$ cat src/rtl/rr_bus_mux.sv
// Parametrised N-to-1 bus multiplexer with a registered valid/ready output stage.
// Supports direct-select (legacy) and round-robin arbitration modes.
module rr_bus_mux #(
  parameter int DATA_WIDTH = 16,
  parameter int NUM_IN     = 4,
  parameter int SEL_WIDTH  = 2
) (
  input  logic                         clk,
  input  logic                         rst_n,
  input  logic                         mode,
  input  logic [SEL_WIDTH-1:0]         select,
  input  logic [NUM_IN-1:0]            in_valid,
  input  logic [NUM_IN*DATA_WIDTH-1:0] in_data,
  output logic [NUM_IN-1:0]            in_ready,
  output logic                         out_valid,
  input  logic                         out_ready,
  output logic [DATA_WIDTH-1:0]        out_data,
  output logic [SEL_WIDTH-1:0]         out_chan
);

  logic [NUM_IN-1:0]     grant;
  logic [SEL_WIDTH-1:0]  grant_idx;
  logic [DATA_WIDTH-1:0] grant_data;
  logic [SEL_WIDTH-1:0]  rr_ptr;
  logic                  rr_found;
  int unsigned           rr_idx;
  logic                  load_en;
  logic                  xfer;

  always_comb begin
    grant    = '0;
    rr_found = 1'b0;
    rr_idx   = 0;
    if (!mode) begin
      // Out-of-range select simply matches no channel, so no grant is raised.
      for (int unsigned i = 0; i < NUM_IN; i++) begin
        if (32'(select) == i) grant[i] = in_valid[i];
      end
    end else begin
      for (int unsigned off = 0; off < NUM_IN; off++) begin
        rr_idx = 32'(rr_ptr) + off;
        if (rr_idx >= NUM_IN) rr_idx = rr_idx - NUM_IN;
        if (!rr_found && in_valid[rr_idx]) begin
          grant[rr_idx] = 1'b1;
          rr_found      = 1'b1;
        end
      end
    end
  end

  always_comb begin
    grant_idx  = '0;
    grant_data = '0;
    for (int unsigned i = 0; i < NUM_IN; i++) begin
      if (grant[i]) begin
        grant_idx  = SEL_WIDTH'(i);
        grant_data = in_data[i*DATA_WIDTH +: DATA_WIDTH];
      end
    end
  end

  // in_ready is held low while reset is asserted even though the output is empty.
  assign load_en  = !out_valid | out_ready;
  assign in_ready = rst_n ? (grant & {NUM_IN{load_en}}) : '0;
  assign xfer     = |in_ready;

  always_ff @(posedge clk or negedge rst_n) begin
    if (!rst_n) begin
      out_valid <= 1'b0;
      out_data  <= '0;
      out_chan  <= '0;
      rr_ptr    <= '0;
    end else begin
      if (xfer) begin
        out_valid <= 1'b1;
        out_data  <= grant_data;
        out_chan  <= grant_idx;
        if (mode) begin
          if (grant_idx == SEL_WIDTH'(NUM_IN - 1)) rr_ptr <= '0;
          else                                     rr_ptr <= grant_idx + 1'b1;
        end
      end else if (out_ready) begin
        out_valid <= 1'b0;
      end
    end
  end

endmodule

$ cat config.mk
export PLATFORM = sky130hd
export DESIGN_NAME = rr_bus_mux
export DESIGN_NICKNAME = d
export VERILOG_FILES = /design/src/rtl/rr_bus_mux.sv
export SDC_FILE = /design/constraint.sdc
export NUM_CORES = 1
export LEC_CHECK = 0
export CAP_MARGIN = 25
export CORE_UTILIZATION = 40
export DETAILED_ROUTE_END_ITERATION = 12
export GPL_ROUTABILITY_DRIVEN = 0
export PLACE_DENSITY = 0.82
export SYNTH_ARGS = -nofsm -noshare
export SYNTH_HDL_FRONTEND = slang
export SYNTH_SLANG_ARGS = --single-unit
$ cat constraint.sdc
create_clock -name clk -period 4.35 [get_ports clk]
set_clock_uncertainty 0.15 [all_clocks]
set_input_delay 0.6525 -clock clk [delete_from_list [all_inputs] [get_ports clk]]
set_output_delay 0.6525 -clock clk [all_outputs]
set_load 0.02 [all_outputs]
==> impl_metrics.toml <==
[worst_setup_path]
path_class = "reg2out"
crit_fanout = 6
startpoint = "rr_ptr[1]"
crit_buf_inv = 2
crit_slowest_cell = "mux4_2"
worst_path_dominant_cell_family = "buffers and inverters"
crit_chain = "inv_1, ha_1, mux4_2, nor2b_4, a221oi_1, a31o_1, nor2_1, clkdlybuf4s50_1"
cp-endpoint = "in_ready[0]"
reg2reg_depth = 11
rrSetupSlack_ps = 690
crit_required_ps = 3550
r2r_start = "rr_ptr[1]"
cp.depth = 8
cp-start-kind = "flop"
max_stage_delay_ps = 610
end_kind = "output port"
timing.rr.end = "out_data[10]"
worst_ep_arrival_time_ps = 3290

[finish]
finalNetCount = 372
n_fill_cell = 343
final_cell_mix = "clkdlybuf4s50_1, nor2_1, nand2_1, dfrtp_1, a221oi_1"
drive_gt1_share_pct = 11.3
syn_to_final_growth_pct = 59.3
stdcell_count = 343
final_common_cell = "clkdlybuf4s50_1"
fin_area_um2 = 2880
diodes = 0

[timing]
rsz0062_at_grt = "no"
worstMarginPinSlew_ps = 470
min_period_ps = 4090
max_freq_ghz = 0.244
period_share_pct = 94.1
setup_slack_ps = 258
setup_viol_count_final = 0
hold_viol_final = 0
slew-limit-headroom_pct = 68.6
fin_tns_setup_ps = 0
drv_slew = 0

[routing]
vias = 1977
drc = 0
dr.pass1.iters = 4
wirelength_mm = 6.00
drt_iter0_markers = 115
antenna_left = 0
routedWlPerCell_um = 17.5
vias_per_cell = 5.76

[synthesis]
synth_area_leaders = "dfrtp_1, a221oi_1, a21o_1, o31ai_1, mux4_2"
synth_cells = 192
synth_area_um2 = 1810
synth-edff-count = 0
avgSynthCellArea_um2 = 9.42
netlist.area_leader.share_pct = 29.1
synth.net_count = 272
synth_warnings = 0
yosysTopAreaCell = "dfrtp_1"
synth_cell_types = 42
ys_ff_latch = 21
synth_seq_area_share_pct = 29.1
synth_top_flop_cell = "dfrtp_1"
async_flop_share_pct = 100

[floorplan]
die_area_um2 = 4790
fp-row-count = 24
pin_count = 97
start_util_pct = 41.5
design.core.area_um2 = 4350
die_h_um = 69.2
dieWidth_um = 69.2

[global_route]
grtUsageTotal_pct = 25.3
first_global_vias = 2070
grt_max_degree = 22
grt_pass1_wl_mm = 9.76
antenna_found_initial = 0
globalRouteOverflowTotal = 0

[hold_path]
holdCritPathClass = "reg2reg"

[power]
swShare_pct = 44.2
comb_power_share_pct = 69.8
clkPwrFrac_pct = 8.2
pwr-share-seq_pct = 22.0
vdd_drop_max_mv = 0.362
intPower_uw = 869
net-switching-power_uw = 689
power_uw = 1560
power.density_nw_per_um2 = 541
power.leakage_uw = 0.00124

[status]
status = "finished clean"

[job]
drv_cap = 0

[clocking]
root_buffer = "clkbuf_8"
worst_skew_pair.late_latency_ps = 260
cts_setup_buffers = 0
clockBufferDepth = 2
htree_levels = 1
cts_tree = "built"
hold_buffers = 0
clk_pin_slew_ps = 80
cts_sinks = 21
cts_buffers = 3
cts-resized-gates = 0

[place]
dp_hpwl_mm = 4.62
dp_slack_ps = 284
dp_cells = 339
placed_area_um2 = 2840
port_buffers = 96
-- power groups by stage --
stage	Sequential, uW	Combinational [uW]	Clock (uW)
final	343	1090	128
after global routing	353	1170	142
after CTS	343	1090	131
after detailed placement	346	1090	0
after global placement	338	1060	0
after floorplan	443	585	0
-- tightest hold or removal path, delay by kind of cell, from the launching register on --
| kind | cells | cell delay, ps |
|---|---|---|
| flops | 1 | 340 |
| compound gates | 1 | 60 |
| simple gates | 1 | 50 |
-- per-stage QoR --
step / utilization, % / hold slack (ps)
global placement: 65.1 / 309
CTS: 66.1 / 334
global route: 66.1 / 349
finish: 66.1 / 330
floorplan: - / 207
detailed placement: 65.1 / 316
-- cells by family (layout without fill, tap and decap cells) --
| kind of cell | count (synthesis) | after routing | synth area share (%) |
|---|---|---|---|
| compound gates | 74 | 74 | 35.7 |
| flops | 21 | 21 | 29.1 |
| fa+ha+maj | 6 | 6 | 4.15 |
| mux | 4 | 4 | 4.98 |
| buf+inv | 19 | 118 | 6.37 |
| simple gates | 68 | 68 | 19.7 |
-- worst min-delay path by stage --
stage | start | to | slack (ps) | cells after the start
2_1_floorplan | rst_n | out_chan[0] | 210 | 0
6_report | out_data[7] | out_data[7] | 330 | 2
4_1_cts | out_data[11] | out_data[11] | 330 | 2
3_5_place_dp | out_data[11] | out_data[11] | 320 | 2
3_3_place_gp | out_data[1] | out_data[1] | 310 | 2
5_1_grt | out_data[0] | out_data[0] | 350 | 2
-- registers in the layout, indices dropped and copies added (netlist names) --
register / count
rr_ptr: 2
out_chan: 2
out_valid: 1
out_data: 16
-- layer usage --
metal	vias up	part of all wire, %	track usage, %
met3	18	5.1	5.38
met1	948	41	29.3
met4	0	2.9	8.39
met5	-	0	0
met2	75	51	45.8
li1	936	-	-
-- synthesized netlist by cell type (all sizes together) (3+ instances only) --
| cell | instances |
|---|---|
| a21o | 16 |
| a221oi | 19 |
| nor2 | 24 |
| buf | 12 |
| ha | 6 |
| a21oi | 3 |
| nand2 | 21 |
| and2 | 3 |
| o31ai | 16 |
| inv | 5 |
| o21ai | 4 |
| dfrtp | 21 |
| a31oi | 5 |
| nor2b | 7 |
| mux4 | 4 |
| nand3b | 6 |
-- layout make-up --
class                      instances  area (um^2)  share of cell area (%)
inverter                           5         18.8                   0.652
multi-input combinational        152         1170                    40.5
sequential                        21          526                    18.2
clock buffer                       4         45.0                    1.56
timing repair buffer             109         1060                    36.8
tap                               52         65.1                    2.26
No activity file was read; power rests on OpenSTA's default activity.
